## config.mk

```make
export PLATFORM = sky130hd
export DESIGN_NAME = neuron_input_feeder
export DESIGN_NICKNAME = d
export VERILOG_FILES = /design/src/rtl/neuron_input_feeder.sv
export SDC_FILE = /design/constraint.sdc
export NUM_CORES = 1
export LEC_CHECK = 0
export BUFFER_PORTS_ARGS = -buffer_cell sky130_fd_sc_hd__buf_2
export CAP_MARGIN = 20
export CORE_MARGIN = 8
export CORE_UTILIZATION = 52
export DETAILED_ROUTE_END_ITERATION = 10
export PLACE_DENSITY = 0.82
export SLEW_MARGIN = 20
export SYNTH_ARGS = -nofsm -noshare
export SYNTH_HDL_FRONTEND = slang
export SYNTH_SLANG_ARGS = --single-unit
```

## constraint.sdc

```tcl
create_clock -name clk -period 3.2 [get_ports clk]
set_clock_uncertainty 0.15 [all_clocks]
set_input_delay 0.16 -clock clk [delete_from_list [all_inputs] [get_ports clk]]
set_output_delay 0.16 -clock clk [all_outputs]
set_load 0.01 [all_outputs]
```

## src/rtl/neuron_input_feeder.sv

```systemverilog
// Front-end sequencer for one adder_compare neuron: collects 9 activations plus a bias,
// issues them as a parallel frame, waits the neuron latency and returns the decision.
module neuron_input_feeder #(
    parameter int N_IN       = 9,
    parameter int DATA_W     = 12,
    parameter int BIAS_W     = 13,
    parameter int RESULT_LAT = 1
) (
    input  logic              clk,
    input  logic              rst,
    input  logic [BIAS_W-1:0] s_data,
    input  logic              s_valid,
    output logic              s_ready,
    output logic [DATA_W-1:0] input_array_0,
    output logic [DATA_W-1:0] input_array_1,
    output logic [DATA_W-1:0] input_array_2,
    output logic [DATA_W-1:0] input_array_3,
    output logic [DATA_W-1:0] input_array_4,
    output logic [DATA_W-1:0] input_array_5,
    output logic [DATA_W-1:0] input_array_6,
    output logic [DATA_W-1:0] input_array_7,
    output logic [DATA_W-1:0] input_array_8,
    output logic [BIAS_W-1:0] bias,
    output logic              nc_valid,
    input  logic              nc_out,
    output logic              r_data,
    output logic              r_valid,
    input  logic              r_ready,
    output logic              busy,
    output logic [15:0]       frame_cnt
);

    typedef enum logic [1:0] {
        S_LOAD,
        S_ISSUE,
        S_WAIT,
        S_RESULT
    } state_e;

    localparam logic [3:0] IDX_BIAS = 4'(N_IN);
    localparam logic [3:0] LAT      = 4'(RESULT_LAT);

    state_e            state_q, state_d;
    logic [3:0]        idx_q, idx_d;
    logic [3:0]        wait_cnt_q, wait_cnt_d;
    logic [DATA_W-1:0] act_q [N_IN];
    logic [DATA_W-1:0] act_d [N_IN];
    logic [BIAS_W-1:0] bias_q, bias_d;
    logic              r_data_q, r_data_d;
    logic [15:0]       frame_cnt_q, frame_cnt_d;

    assign s_ready = (state_q == S_LOAD) && rst;

    always_comb begin
        // NOTE: every next-state value takes its current value first, so no path can infer a latch.
        state_d     = state_q;
        idx_d       = idx_q;
        wait_cnt_d  = wait_cnt_q;
        act_d       = act_q;
        bias_d      = bias_q;
        r_data_d    = r_data_q;
        frame_cnt_d = frame_cnt_q;

        case (state_q)
            S_LOAD: begin
                if (s_valid && s_ready) begin
                    if (idx_q == IDX_BIAS) begin
                        bias_d  = s_data;
                        idx_d   = 4'd0;
                        state_d = S_ISSUE;
                    end else begin
                        act_d[idx_q] = s_data[DATA_W-1:0];
                        idx_d        = idx_q + 4'd1;
                    end
                end
            end
            S_ISSUE: begin
                wait_cnt_d = LAT;
                state_d    = S_WAIT;
            end
            S_WAIT: begin
                wait_cnt_d = wait_cnt_q - 4'd1;
                if (wait_cnt_q == 4'd1) begin
                    r_data_d = nc_out;
                    state_d  = S_RESULT;
                end
            end
            S_RESULT: begin
                if (r_ready) begin
                    frame_cnt_d = frame_cnt_q + 16'd1;
                    state_d     = S_LOAD;
                end
            end
            default: state_d = S_LOAD;
        endcase
    end

    always_ff @(posedge clk or negedge rst) begin
        if (!rst) begin
            state_q     <= S_LOAD;
            idx_q       <= 4'd0;
            wait_cnt_q  <= 4'd0;
            // NOTE: the activation registers drive the neuron directly, so they are reset like any other output.
            for (int i = 0; i < N_IN; i++) act_q[i] <= '0;
            bias_q      <= '0;
            r_data_q    <= 1'b0;
            frame_cnt_q <= 16'd0;
        end else begin
            // NOTE: non-blocking assignments make all registers update together from pre-edge values.
            state_q     <= state_d;
            idx_q       <= idx_d;
            wait_cnt_q  <= wait_cnt_d;
            act_q       <= act_d;
            bias_q      <= bias_d;
            r_data_q    <= r_data_d;
            frame_cnt_q <= frame_cnt_d;
        end
    end

    assign input_array_0 = act_q[0];
    assign input_array_1 = act_q[1];
    assign input_array_2 = act_q[2];
    assign input_array_3 = act_q[3];
    assign input_array_4 = act_q[4];
    assign input_array_5 = act_q[5];
    assign input_array_6 = act_q[6];
    assign input_array_7 = act_q[7];
    assign input_array_8 = act_q[8];
    assign bias          = bias_q;
    assign nc_valid      = (state_q == S_ISSUE);
    assign r_valid       = (state_q == S_RESULT);
    assign r_data        = r_data_q;
    assign busy          = (state_q != S_LOAD);
    assign frame_cnt     = frame_cnt_q;

endmodule

```

# Word-level counts from Yosys, hierarchy flattened
# Cells that the tools add are included.
# word_totals
register_bits	148
input_bits	18
# classes
eq_ne	9
n_mux	10
order_cmp	2
bitwise	2
add_sub_neg	3
n_reduce_logical	12
# ops
operator	count
bitwise mux 108 bit	1
demux 12 bit (select 4 bit)	1
adder 16 x 1 -> 16 bit, second input constant	1
2-to-1 mux 12 bit	1
2-to-1 mux 2 bit	4
case mux 2 bit (4 select lines)	1
case mux 4 bit (2 select lines)	1
inequality test 2 x 1 -> 1 bit, second input constant	3
AND reduction 2 bit	3
AND reduction 3 bit	2
greater-or-equal comparator 5 bit, second input constant	1
less-than comparator 5 x 1 -> 1 bit, second input constant	1
inverter 4 -> 5 bit	1
adder 4 x 1 -> 4 bit, second input constant	1
equality test 2 bit, second input constant	2
equality test 4 x 1 -> 1 bit, second input constant	1
equality test 4 bit, second input constant	1
2-to-1 mux 4 bit	1
AND reduction 4 bit	1
nonzero test 2 bit	2
subtractor 4 x 1 -> 4 bit, second input constant	1
logical AND 1 bit	3
equality test 2 x 1 -> 1 bit, second input constant	1
zero test 2 bit	1
other kinds (2)	2

# Longest topological paths before layout
# depth
depth_word	6
ltp_mapped	7
depth_no_buf	6

# Worst setup path before layout
# Ideal clock, no wire load.
# synth_timing
path_kind	reg2reg
start	register state_q[0]
end	register act_q, in the netlist input_array_8[10]
path_slack_ns	0.872
stages_incl_launch_ff	8
t_arrival_ns	2.053
path_buffers	1
cell_sequence	dfrtp_1 inv_1 ha_1 inv_2 or4_4 nor2_2 buf_4 mux2_2
# synth_via
elab_chain_len	4
# synth_lines
item	line_no	rtl
from (decl)	43	state_e state_q, state_d;
from (signal assigned)	110	state_q <= state_d;
zero test 2 bit *	52, 64	
logical AND 1 bit	52	assign s_ready = (state_q == S_LOAD) && rst;
logical AND 1 bit	66	if (s_valid && s_ready) begin
AND reduction 3 bit (no line) *	n/a	
to (signal assigned)	113	act_q <= act_d;
to (decl)	46	logic [DATA_W-1:0] act_q [N_IN];
# Every way passes the cells marked *; elsewhere a longest branch is shown, timed or not.
# A chain may end at the register's enable or synchronous reset.

# Worst setup path after layout
# Ends and elaborated chain as after synthesis.

==> reports/qor.yml <==
drive_above_1_share_pct: 55.8
power_density_nw_per_um2: 891
clk_latency_ns: 0.41
clk_pin_slew_ns: 0.06
fp-row-count: 39
period_minus_slack_ns: 2.70
grt_pass1_vias: 4184
h-tree-depth: 4
vias: 3855
async_flop_share_pct: 100
cts-root-buf: "clkbuf_16"
worst_pin_slew_ns: 0.950
crit_buf_inv: 2
slowest_delay_ns: 0.56
p_leak_nw: 4.09
setup_slack_ns: 0.504
routed_wl_um: 14500
crit_type: "flop to flop"
slowest_stage: "or4_4"
grt_pass1_wl_um: 22600
outcome: "finished, final reports clean"
synth_area_um2: 5940
postCtsSetupBuffers: 0
grtUsageTotal_pct: 19.9
yosys_register_bits: 148
fmax_mhz: 371
core_um2: 11300
viasPerCell: 5.27
gr-total-overflow: 0
maxSlewViolCount: 0
yosysUniqueCellTypes: 36
layout_worst_path_cycle_share_pct: 84.3
dieHeight_um: 123
min_path_type: "input pin to flop"
nets: 601
arrival_ns: 2.84
numPortBuffers: 159
cts_tree: "built"
relSlewSlack_pct: 36.7
die_w_um: 123
cts_resized: 0
detail-route-antenna-nets: 0
clock-sinks: 148
rsz0062_at_grt: "false"
setup_viol: 0
synth.yosys.seq_area_share_pct: 62.3
hpwl_um: 10400
cp-end-kind: "flop"
ir_worst_vdd_v: 0.000484
start_util_pct: 52.7
place_congestion: 0.836
synth_nets: 431
grt_start_max_net_pins: 77
ios: 160
post-place-ws_ns: 0.500
crit_family: "simple AND/OR/NAND/NOR gates"
placed_cells: 690
antenna_found_initial: 0
hold_violations: 0
maxCapViolCount: 0
synth_edf_count: 0
cts_hold_buf: 9
wl_per_cell_um: 19.9
dr.pass1.iters: 4
yosysWarnings: 0
cp_max_fo: 12
timing.setup.tns_ns: 0
stdcell_count: 731
drtIter0Drc: 203
diodes: 0
syn2layout_area_growth_pct: 27.8
fillCellCount: 794
drc: 0
syn_avg_cell_area_um2: 14.7
die-area_um2: 15100
worstPathRequired_ns: 3.34
synth_ff_type: "dfrtp_1"
path_cells: "inv_1 > ha_1 > inv_2 > or4_4 > nor2_2 > mux2_2"
cts_buffers: 17
cp-start-kind: "flop"
clk_path_buf_depth: 2
largest_reg_flops: 16
synth_cells: 405
-- layer usage --
metal	track usage [%]	part of all wire, %
met2	32.1	49
met5	0	0
met1	24.1	41
met4	6.78	1.2
met3	7.67	8.7
-- worst reg2reg max path: cells and delay by family, from the launching register on --
| family | cells | cell delay, ns |
|---|---|---|
| fa+ha+maj | 1 | 0.33 |
| buf+inv | 2 | 0.20 |
| flops | 1 | 0.40 |
| mux | 1 | 0.41 |
| simple gates | 2 | 1.08 |
-- cell usage in the layout, fill, tap and decap left out, drive strengths merged --
master       synthesis  layout
a21o                 1       1
a221o                1       1
and2                 1       1
and3                 3       3
and4                 1       1
buf                 21     167
bufinv               0       3
clkbuf               4      24
clkinv               0       4
clkinvlp             0       1
dfrtp              148     148
dlygate4sd3          0       9
ha                   8       8
inv                  7       7
mux2               124     124
mux2i                1       1
nand2               14      14
nand2b               3       3
nand3               13      13
nand3b               1       1
nand4                4       4
nor2                12      12
nor2b                4       4
nor3                 5       5
nor3b                1       1
o21a                 1       1
o21ai                7       7
or3                  1       1
or3b                 1       1
or4                  1       1
xnor2               14      14
xor2                 3       3
-- path summary, 6_finish.rpt --
path	from	endpoint	slack, ns	cells after the start
setup / recovery	state_q[0]	input_array_8[10]	0.50	6
hold / removal	s_data[2]	input_array_6[2]	0.02	2
setup reg to reg	state_q[0]	input_array_8[10]	0.50	6
hold reg to reg	frame_cnt[15]	frame_cnt[15]	0.33	1
max in group asynchronous	rst	input_array_0[11]	1.84	3
min in group asynchronous	rst	input_array_7[9]	0.42	3
-- synth_stat cells (5+ instances only) --
| cell type | n | area [µm²] |
|---|---|---|
| mux2_2 | 113 | 1270 |
| nand2_1 | 14 | 52.6 |
| mux2_4 | 10 | 150 |
| nor3_1 | 5 | 25.0 |
| dfrtp_1 | 148 | 3700 |
| o21ai_0 | 7 | 35.0 |
| nand3_1 | 13 | 65.1 |
| xnor2_1 | 14 | 123 |
| buf_2 | 5 | 25.0 |
| buf_1 | 13 | 48.8 |
| ha_1 | 8 | 100 |
| inv_1 | 6 | 22.5 |
| nor2_1 | 10 | 37.5 |
-- kinds of logic (layout without fill, tap and decap cells) --
family / after synthesis / in the layout / share of synthesized area [%]
compound gates: 10 / 10 / 1.01
flops: 148 / 148 / 62.3
fa+ha+maj: 8 / 8 / 1.68
xor+xnor: 17 / 17 / 2.51
mux: 125 / 125 / 24.3
buf+inv: 32 / 215 / 2.38
simple gates: 65 / 65 / 5.79
-- through the flow --
stage | util, % | power, mW | area, µm² | hold slack [ns]
final | 67.3 | 6.77 | 7590 | 0.0239
after global routing | 67.3 | 7.13 | 7590 | 0.0199
after CTS | 67.3 | 6.84 | 7590 | 0.00432
after detailed placement | 61.0 | 4.75 | 6880 | 0.247
after global placement | 61.0 | 4.63 | 6880 | 0.242
after floorplan | - | 3.87 | 5940 | -0.286
-- cell type report --
class / instances / area (µm²) / share of cell area [%]
inverters: 7 / 26.3 / 0.346
well taps: 143 / 179 / 2.36
flip-flops and latches: 148 / 3700 / 48.8
clock inverters: 8 / 121 / 1.60
repair buffers: 176 / 952 / 12.5
clock buffers: 24 / 502 / 6.61
multi-input cells: 225 / 2110 / 27.8
-- power breakdown --
part	leakage (nW)	internal, mW	total (mW)	switching, mW
clock	0.306	1.33	2.06	0.735
sequential	1.96	2.44	2.81	0.372
combinational	1.83	0.944	1.90	0.953
Power figures use the tool's default switching activity.
